$ cat src/rtl/execute_cc_latch.sv
// Execute-stage condition-code register, jXX/cmovXX condition evaluation,
// cmov destination squash and the E->M pipeline register.
module execute_cc_latch #(
    parameter int         W        = 64,
    parameter logic [3:0] RNONE    = 4'hF,
    parameter logic [3:0] STAT_AOK = 4'd1
) (
    input  logic         clk,
    input  logic         rst_n,
    input  logic [3:0]   E_stat,
    input  logic [3:0]   E_icode,
    input  logic [3:0]   E_ifun,
    input  logic [W-1:0] E_valA,
    input  logic [3:0]   E_dstE,
    input  logic [3:0]   E_dstM,
    input  logic [W-1:0] alu_valE,
    input  logic [2:0]   alu_cc,
    input  logic [3:0]   m_stat,
    input  logic [3:0]   W_stat,
    input  logic         M_stall,
    input  logic         M_bubble,
    output logic [2:0]   cc,
    output logic         e_cnd,
    output logic [3:0]   e_dstE,
    output logic [3:0]   M_stat,
    output logic [3:0]   M_icode,
    output logic [3:0]   M_dstE,
    output logic [3:0]   M_dstM,
    output logic         M_cnd,
    output logic [W-1:0] M_valE,
    output logic [W-1:0] M_valA
);

    localparam logic [3:0] ICODE_NOP   = 4'd1;
    localparam logic [3:0] ICODE_CMOVX = 4'd2;
    localparam logic [3:0] ICODE_OPQ   = 4'd6;
    localparam logic [2:0] CC_RESET    = 3'b100;

    logic [2:0]   cc_q, cc_d;
    logic         set_cc;
    logic         zf, sf, of_f, lt;

    logic [3:0]   stat_q, stat_d;
    logic [3:0]   icode_q, icode_d;
    logic [3:0]   dste_q, dste_d;
    logic [3:0]   dstm_q, dstm_d;
    logic         cnd_q, cnd_d;
    logic [W-1:0] vale_q, vale_d;
    logic [W-1:0] vala_q, vala_d;

    assign zf   = cc_q[2];
    assign sf   = cc_q[1];
    assign of_f = cc_q[0];
    assign lt   = sf ^ of_f;

    // Flags are only committed by an OPQ whose downstream instructions are
    // all non-exceptional; any other status code (even undefined) blocks it.
    assign set_cc = (E_icode == ICODE_OPQ) && (m_stat == STAT_AOK) && (W_stat == STAT_AOK);

    // CC next state: take ALU flags on an allowed OPQ, otherwise hold.
    always_comb begin
        cc_d = cc_q;
        if (set_cc) begin
            cc_d = alu_cc;
        end
    end

    // CC register; reset value has ZF set.
    always_ff @(posedge clk) begin
        if (!rst_n) begin
            cc_q <= CC_RESET;
        end else begin
            cc_q <= cc_d;
        end
    end

    // Condition evaluation uses the registered (pre-update) flags.
    always_comb begin
        e_cnd = 1'b0;
        unique case (E_ifun)
            4'd0:    e_cnd = 1'b1;
            4'd1:    e_cnd = lt | zf;
            4'd2:    e_cnd = lt;
            4'd3:    e_cnd = zf;
            4'd4:    e_cnd = ~zf;
            4'd5:    e_cnd = ~lt;
            4'd6:    e_cnd = ~lt & ~zf;
            default: e_cnd = 1'b0;
        endcase
    end

    // A failed cmov drops its register write; RRMOVQ (ifun 0) always passes.
    always_comb begin
        e_dstE = E_dstE;
        if ((E_icode == ICODE_CMOVX) && !e_cnd) begin
            e_dstE = RNONE;
        end
    end

    // E->M next state: bubble inserts a NOP, stall holds, otherwise load.
    always_comb begin
        stat_d  = stat_q;
        icode_d = icode_q;
        dste_d  = dste_q;
        dstm_d  = dstm_q;
        cnd_d   = cnd_q;
        vale_d  = vale_q;
        vala_d  = vala_q;
        if (M_bubble) begin
            stat_d  = STAT_AOK;
            icode_d = ICODE_NOP;
            dste_d  = RNONE;
            dstm_d  = RNONE;
            cnd_d   = 1'b0;
            vale_d  = '0;
            vala_d  = '0;
        end else if (!M_stall) begin
            stat_d  = E_stat;
            icode_d = E_icode;
            dste_d  = e_dstE;
            dstm_d  = E_dstM;
            cnd_d   = e_cnd;
            vale_d  = alu_valE;
            vala_d  = E_valA;
        end
    end

    // E->M register; reset loads the same NOP image as a bubble.
    always_ff @(posedge clk) begin
        if (!rst_n) begin
            stat_q  <= STAT_AOK;
            icode_q <= ICODE_NOP;
            dste_q  <= RNONE;
            dstm_q  <= RNONE;
            cnd_q   <= 1'b0;
            vale_q  <= '0;
            vala_q  <= '0;
        end else begin
            stat_q  <= stat_d;
            icode_q <= icode_d;
            dste_q  <= dste_d;
            dstm_q  <= dstm_d;
            cnd_q   <= cnd_d;
            vale_q  <= vale_d;
            vala_q  <= vala_d;
        end
    end

    assign cc      = cc_q;
    assign M_stat  = stat_q;
    assign M_icode = icode_q;
    assign M_dstE  = dste_q;
    assign M_dstM  = dstm_q;
    assign M_cnd   = cnd_q;
    assign M_valE  = vale_q;
    assign M_valA  = vala_q;

endmodule

$ cat config.mk
export PLATFORM = sky130hd
export DESIGN_NAME = execute_cc_latch
export DESIGN_NICKNAME = d
export VERILOG_FILES = /design/src/rtl/execute_cc_latch.sv
export SDC_FILE = /design/constraint.sdc
export NUM_CORES = 1
export LEC_CHECK = 0
export CAP_MARGIN = 20
export CORE_UTILIZATION = 35
export CTS_CLUSTER_SIZE = 12
export DETAILED_ROUTE_END_ITERATION = 12
export PLACE_DENSITY = 0.75
export SLEW_MARGIN = 10
export SYNTH_ARGS = -nofsm -noshare
export SYNTH_HDL_FRONTEND = slang
export SYNTH_SLANG_ARGS = --single-unit
$ cat constraint.sdc
create_clock -name clk -period 1.9 [get_ports clk]
set_input_delay 0.38 -clock clk [delete_from_list [all_inputs] [get_ports clk]]
set_output_delay 0.38 -clock clk [all_outputs]
set_load 0.1 [all_outputs]
# Yosys cells after proc, flatten, opt, wreduce, memory -nomap -nowiden
# Index checks and enable logic that the tools add are counted.
# Widths: inputs -> output; s select.
dict set report totals {
  word_cells 32
  output_inout_bits 153
  register_bits 148
  in_bits 163
}
dict set report classes {
  n_eq_ne 10
  reduce_logical 6
  n_mux 2
  bitwise_logic 6
}
# operator n
set op_table {}
lappend op_table {{$eq 4x3->1 const B} 4}
lappend op_table {{$eq 4x1->1 const B} 3}
lappend op_table {{$eq 4x2->1 const B} 3}
lappend op_table {{$pmux 1 s7} 1}
lappend op_table {{$logic_not 4->1} 1}
lappend op_table {{$mux 4} 1}
lappend op_table {{$logic_and 1x1->1} 3}
lappend op_table {{$not 1->1} 3}
lappend op_table {{$reduce_or 2->1} 1}
lappend op_table {{$and 1x1->1} 1}
lappend op_table {{$logic_not 1->1} 1}
lappend op_table {{$or 1x1->1} 1}
lappend op_table {{$xor 1x1->1} 1}

# Logic depth before layout (Yosys ltp)
# Gate-level depths: netlist of run 1.
dict set report depth {
  word_depth 7
  ltp_mapped 5
  depth_no_buf 4
}

# Worst setup path before layout of run 1
# OpenSTA, ideal clock, no wires.
dict set report synth_timing {
  kind {register to output}
  from {register cc_q[1] (netlist: cc[1])}
  to {output port e_dstE[0]}
  setup_slack_ns -2.072
  n_path_buf 0
  required_time_ns 1.520
  stages_incl_launch_ff 5
  arrival_ns 3.592
  path_cell_list {dfxtp_1 xor2_1 a211o_4 a211oi_4 o21bai_1}
}
dict set report synth_via {
  elab_chain_len 7
  elab_cells_between_ends 8
  classes_between {2 x mux; 4 x bitwise; 2 x reduce/logical}
}
# element line_no
set synth_lines {}
lappend synth_lines {{start: declaration} 39} ;# logic [2:0] cc_q, cc_d;
lappend synth_lines {{start signal: assignment} 71} ;# cc_q <= CC_RESET;
lappend synth_lines {{start signal: assignment} 73} ;# cc_q <= cc_d;
lappend synth_lines {{$xor 1x1->1 *} 54} ;# assign lt = sf ^ of_f;
lappend synth_lines {{$not 1->1} {86, 87}}
lappend synth_lines {{$and 1x1->1} 87} ;# 4'd6: e_cnd = ~lt & ~zf;
lappend synth_lines {{$pmux 1 s7 *} 80} ;# unique case (E_ifun)
lappend synth_lines {{named net e_cnd} 23} ;# output logic e_cnd,
lappend synth_lines {{$logic_not 1->1 *} 95} ;# if ((E_icode == ICODE_CMOVX) && !e_cnd) begin
lappend synth_lines {{$logic_and 1x1->1 *} 95}
lappend synth_lines {{$mux 4 *} 95}
lappend synth_lines {{end: declaration} 24} ;# output logic [3:0] e_dstE,
# Mark *: on every way through the listed nets, which the timed path passes. The rest lies on a longest branch.

# Final worst setup path of run 1
dict set report layout_timing {
  from {register cc_q[1] (netlist: cc[1])}
  to {output port e_dstE[3]}
}
dict set report layout_via {
  elab_chain_len 7
  elab_cells_between_ends 8
  classes_between {2 x mux; 4 x bitwise; 2 x reduce/logical}
}
# element line_no
set layout_lines {}
lappend layout_lines {{$xor 1x1->1 *} 54}
lappend layout_lines {{$not 1->1} {86, 87}}
lappend layout_lines {{$and 1x1->1} 87}
lappend layout_lines {{$pmux 1 s7 *} 80}
lappend layout_lines {{$logic_not 1->1 *} 95}
lappend layout_lines {{$logic_and 1x1->1 *} 95}
lappend layout_lines {{$mux 4 *} 95}
# Every way passes the cells marked *; elsewhere a longest branch is shown, timed or not.

==> results of run 1 <==
==> where the power goes <==
group | total [mW] | internal [mW] | switching [mW]
Clock | 3.45 | 2.11 | 1.34
Sequential | 3.26 | 3.20 | 0.0575
Combinational | 1.78 | 0.657 | 1.12
==> final timing paths <==
| check | from | endpoint | slack, ns | depth (start not counted) |
|---|---|---|---|---|
| hold reg to reg | M_dstM[3] | M_dstM[3] | 0.48 | 2 |
| hold / removal | M_stall | M_valA[3] | 0.35 | 3 |
| setup / recovery | cc[1] | e_dstE[3] | -0.52 | 6 |
| setup reg to reg | cc[1] | M_dstE[2] | 0.15 | 5 |
==> Yosys cell counts (2+ instances only) <==
cell	n	area, µm²
a2111oi_0	4	35.0
buf_2	10	50.1
buf_4	7	52.6
clkbuf_1	13	48.8
dfxtp_1	148	2960
inv_1	2	7.51
mux2i_1	143	1430
nand2_1	9	33.8
nand2b_1	4	25.0
nor2_1	140	526
nor2b_1	4	25.0
nor3b_1	2	15.0
o21bai_1	5	37.5
o22ai_1	4	25.0
or3_1	4	25.0
==> stage by stage <==
step	setup TNS, ns	hold slack (ns)
6_report	-2.50	0.354
5_1_grt	-2.69	0.361
4_1_cts	-2.54	0.333
3_5_place_dp	-3.23	0.467
3_3_place_gp	-2.99	0.458
2_1_floorplan	-5.91	0.442
==> timing repair <==
item / CTS / global route
resized for setup: 0 / 3
pin swaps: 0 / 0
cloned: 0 / 0
endpoints found under the setup margin: 5 / 5
==> area by class of cell <==
type	count	area (µm²)
Sequential cell	148	2970
Clock inverter	12	139
Clock buffer	20	478
Tap cell	188	235
Inverter	2	7.51
Multi-Input combinational cell	327	2350
Timing Repair Buffer	337	3170
Fill cell	1247	5790
==> cells by family (layout without fill, tap and decap cells) <==
group                  count (synthesis)  after routing
AO/OA/AOI/OAI                         18             18
XOR/XNOR                               1              1
multiplexers                         143            143
AND/OR/NAND/NOR                      165            165
flip-flops                           148            148
buffers and inverters                 33            371
==> state kept, by name (all words and copies together), names as in the netlist <==
signal,count
M_dstM,4
cc,3
M_valA,64
M_icode,4
M_valE,64
M_dstE,4
M_cnd,1
M_stat,4
==> routing by layer <==
metal | vias up | part of all wire | global-route usage
li1 | 2360 | - | -
met1 | 2204 | 0.38 | 0.201
met2 | 178 | 0.53 | 0.371
met3 | 27 | 0.064 | 0.0569
met4 | 0 | 0.025 | 0.0893
met5 | - | 0 | 0
==> cell usage in the layout, fill, tap and decap left out, types with 2 or more instances in the layout <==
cell type,synthesis,final
or3_1,4,4
clkbuf_8,0,2
inv_6,0,4
o22ai_1,4,4
dfxtp_1,148,145
a2111oi_0,4,4
clkdlybuf4s50_1,0,160
clkinv_4,0,2
nor2_1,140,140
dfxtp_4,0,2
bufinv_16,0,2
nand2b_1,4,3
o21bai_4,0,4
buf_4,7,155
clkinv_2,0,3
buf_12,0,18
clkbuf_16,0,18
mux2i_1,143,143
nor2b_1,4,4
inv_1,2,2
buf_6,0,3
nor3b_1,2,2
nand2_1,9,9
==> critical path, delay by kind of cell (launching register included) <==
kind            cells  cell delay [ns]
compound gates      3             0.73
xor+xnor            1             0.19
buf+inv             2             0.35
flops               1             0.36
==> flow_metrics.tcl, run 1 <==
set metrics [dict create \
    grt_max_degree 65 \
    cts_max_path_buffers 2 \
    total_power_mw 8.49 \
    gp_congestion 0.831 \
    slew_headroom 0.677 \
    postSynthCellCount 508 \
    die_x_um 126 \
    groute.usage.overall 0.197 \
    status "finished, violations left" \
    required_ns 1.52 \
    critPathMaxStageDelay_ns 0.36 \
    vias 4769 \
    cts_sinks 148 \
    rsz0062_at_grt "true" \
    diodes 0 \
    ioPinCount 316 \
    fmax_mhz 414 \
    die_h_um 126 \
    yosys.area_share.adder 0 \
    critPathCaptureType "primary output" \
    violations "setup timing" \
    dr.pass1.iters 4 \
    ys_types 24 \
    synthXorXnorAreaFrac 0.00162 \
    synth_top_family_by_area "multiplexers" \
    final-setup-viol-count 5 \
    path_clk_slew_ns 0.06 \
    crit_slowest_cell "dfxtp_4" \
    detail-route-antenna-nets 0 \
    cts_made_buffers 17 \
    async_flop_share 0 \
    stdcell_area_um2 9360 \
    drt_wl_total_mm 15.7 \
    p_leak_nw 4.29 \
    drt_iter0_drc 199 \
    vias_per_cell 4.61 \
    arrival_ns 2.04 \
    start_util 0.357 \
    first_global_vias 4860 \
    synth_nets 671 \
    peakVddDrop_mv 0.538 \
    cts_setup_buffers 0 \
    dpl_worst_slack_ns -0.497 \
    crit_type "reg2out" \
    wl_per_cell_um 15.1 \
    core-area_um2 15100 \
    synth-compound-area-share 0.0328 \
    grt_overflow 0 \
    syn2layout_area_growth_pct 73.0 \
    finalCritPeriodShare 1.27 \
    synth_mux_area_frac 0.265 \
    drv_slew 0 \
    insertion_delay_ns 0.41 \
    crit_path_cell_trace "xor2_4, o31a_2, a211oi_4, buf_6, o21bai_4, buf_12" \
    dp_cells 1002 \
    drc_errors 0 \
    finalWorstSetupSlack_ns -0.517 \
    ys_ff_latch 148 \
    powerDensity_nw_per_um2 907 \
    rows 45 \
    period_needed_ns 2.42 \
    grt_pass1_wl_mm 24.5 \
    htree_num_levels 4 \
    maxCapViolations 0 \
    finalNetCount 996 \
    synth_seq_area_share 0.548 \
    worstSetupStartpointType "flip-flop" \
    hold_class "in2reg" \
    numPortBuffers 315 \
    finClkSkew_ns 0.00506 \
    dp_hpwl_mm 12.0 \
    tightest_slew_ns 0.473 \
    yosysWarnings 0 \
    fp.dieArea_um2 16000 \
    cts_root_buf "clkbuf_16" \
    layout.cells.non_filler 1034 \
    hold_violations 0 \
    synthesis.area_um2 5410 \
    drive_gt1_frac 0.262 \
    postCtsHoldBufs 0 \
    synthFlopType "dfxtp_1" \
    post_dp_cell_area_um2 8730 \
    critPathMaxFanout 3 \
    synth_edf_count 0 \
    antenna_found_initial 0 \
    avgSynthCellArea_um2 10.6 \
    final_core_util 0.618 \
    synth_simple_gate_area_frac 0.123 \
    cts_tree "yes" \
]
Power figures use the tool's default switching activity.
==> run 2, diff against run 1 <==
--- a/config.mk
+++ b/config.mk
@@ -11,4 +11,5 @@
 export DETAILED_ROUTE_END_ITERATION = 12
 export PLACE_DENSITY = 0.75
+export SKIP_CTS_REPAIR_TIMING = 1
 export SLEW_MARGIN = 10
 export SYNTH_ARGS = -nofsm -noshare
==> constraint.sdc (replaced) <==
create_clock -name clk -period 1.9 [get_ports clk]
set_input_delay 0.38 -clock clk [delete_from_list [all_inputs] [get_ports clk]]
set_output_delay 0.38 -clock clk [all_outputs]
set_load 0.01 [all_outputs]
==> run 2 against run 1 <==
Net effect: the flow still finishes with violations (setup timing); sequential share of layout area down 0.75 points; cell count up 1.1%; critical path depth unchanged; first-iteration DRC count down 9.0%; combinational power down 40%.
==> flow_metrics.tcl, run 2 (synthesis results as in run 1) <==
set metrics [dict create \
    status "finished, violations left" \
    violations "setup timing" \
    p_leak_nw 4.00 \
    finalNetCount 1008 \
    total_power_mw 7.78 \
    required_ns 1.52 \
    critPathLaunch "cc[1]" \
    critPathMaxFanout 4 \
    dpl_worst_slack_ns -0.744 \
    wl_per_cell_um 15.5 \
    htree_num_levels 4 \
    crit_type "reg2out" \
    crit_end "e_dstE[3]" \
    tightest_slew_ns 0.491 \
    cts_root_buf "clkbuf_16" \
    gp_congestion 0.910 \
    insertion_delay_ns 0.40 \
    core-area_um2 15100 \
    drt_iter0_drc 181 \
    p_clk_frac 0.445 \
    arrival_ns 2.02 \
    rows 45 \
    drv_slew 0 \
    dp_hpwl_mm 12.2 \
    layout_common_cells "309 x clkdlybuf4s50_1, 146 x dfxtp_1, 143 x mux2i_1" \
    slew_headroom 0.664 \
    cts_max_path_buffers 2 \
    start_util 0.357 \
    drc_errors 0 \
    rr_startpoint "cc[1]" \
    die_x_um 126 \
    worstSetupStartpointType "flip-flop" \
    grt_max_degree 74 \
    vias_per_cell 4.62 \
    rsz0062_at_grt "true" \
    cts_tree "yes" \
    fmax_mhz 417 \
    maxCapViolations 0 \
    pwr-share-comb 0.136 \
    hold_class "in2reg" \
    finalWorstSetupSlack_ns -0.496 \
    layout.cells.non_filler 1045 \
    dr.pass1.iters 4 \
    diodes 0 \
    peakVddDrop_mv 0.518 \
    detail-route-antenna-nets 0 \
    finClkSkew_ns 0.00157 \
    powerDensity_nw_per_um2 814 \
    p_sw_frac 0.221 \
    finalCritPeriodShare 1.26 \
    rr_endpoint "M_dstE[3]" \
    ioPinCount 316 \
    first_global_vias 4978 \
    grt_overflow 0 \
    path_clk_slew_ns 0.06 \
    final-setup-viol-count 5 \
    cts_sinks 148 \
    layout.cells.most_common "clkdlybuf4s50_1" \
    internal-power_mw 6.07 \
    hold_slack_ns 0.451 \
    groute.usage.overall 0.205 \
    hold_violations 0 \
    r2r_setup_slack_ns 0.14 \
    period_needed_ns 2.40 \
    drive_gt1_frac 0.0922 \
    dp_cells 1013 \
    drt_wl_total_mm 16.2 \
    pwr-share-seq 0.419 \
    critPathCaptureType "primary output" \
    fp.dieArea_um2 16000 \
    syn2layout_area_growth_pct 76.8 \
    vias 4823 \
    reg2regPathDepth 5 \
    antenna_found_initial 0 \
    cts_made_buffers 17 \
    numPortBuffers 315 \
    die_h_um 126 \
    switching_power_mw 1.72 \
    grt_pass1_wl_mm 25.5 \
]
[run 2: changes by cell type in the layout (fill, tap and decap cells not counted), sizes merged]
cell / delta
buf: -138
bufinv: +2
clkdlybuf4s50: +149
clkinv: +2
clkinvlp: +1
dlymetal6s2s: -1
inv: -4
[run 2: metal layers]
metal / track usage / wire length, µm
met5: 0 / 0
met4: 0.0921 / 475
met3: 0.0747 / 1300
met2: 0.362 / 8080
met1: 0.218 / 6330
[run 2: through the flow]
step	instance area [µm²]	utilization	TNS [ns]
floorplan	5410	-	0
global placement	8960	0.592	-4.02
detailed placement	8960	0.592	-4.37
CTS	9570	0.632	-3.96
global route	9570	0.632	-2.42
finish	9570	0.632	-2.08
[run 2: final cells by class]
| cell class | count | area (µm²) |
|---|---|---|
| fillers | 1210 | 5580 |
| repair buffers | 349 | 3450 |
| flip-flops and latches | 148 | 2970 |
| multi-input cells | 327 | 2300 |
| clock buffers | 18 | 429 |
| well taps | 188 | 235 |
| clock inverters | 13 | 183 |
| inverters | 2 | 7.51 |
[run 2: worst min path at each step]
stage                from         end  depth (start not counted)
6_report          M_stall  M_icode[0]                          3
5_1_grt           M_stall  M_icode[0]                          3
3_3_place_gp   M_icode[0]  M_icode[0]                          2
2_1_floorplan       rst_n       cc[2]                          1
4_1_cts           M_stall  M_icode[0]                          3
3_5_place_dp   M_icode[0]  M_icode[0]                          2
[run 2: power groups by stage]
| stage | Sequential [mW] | Clock (mW) | Combinational [mW] |
|---|---|---|---|
| 6_report | 3.26 | 3.46 | 1.06 |
| 5_1_grt | 3.27 | 3.70 | 1.13 |
| 4_1_cts | 3.26 | 3.56 | 1.07 |
| 3_5_place_dp | 3.33 | 0 | 1.06 |
| 3_3_place_gp | 3.32 | 0 | 1.04 |
| 2_1_floorplan | 3.37 | 0 | 0.352 |
[run 2: critical path, stage by stage (launching register included)]
cell and delay [ns]:
dfxtp_2 0.33, xor2_2 0.19, o31a_2 0.39, a211oi_4 0.31, buf_4 0.17, o21bai_1 0.06
buf_2 0.15
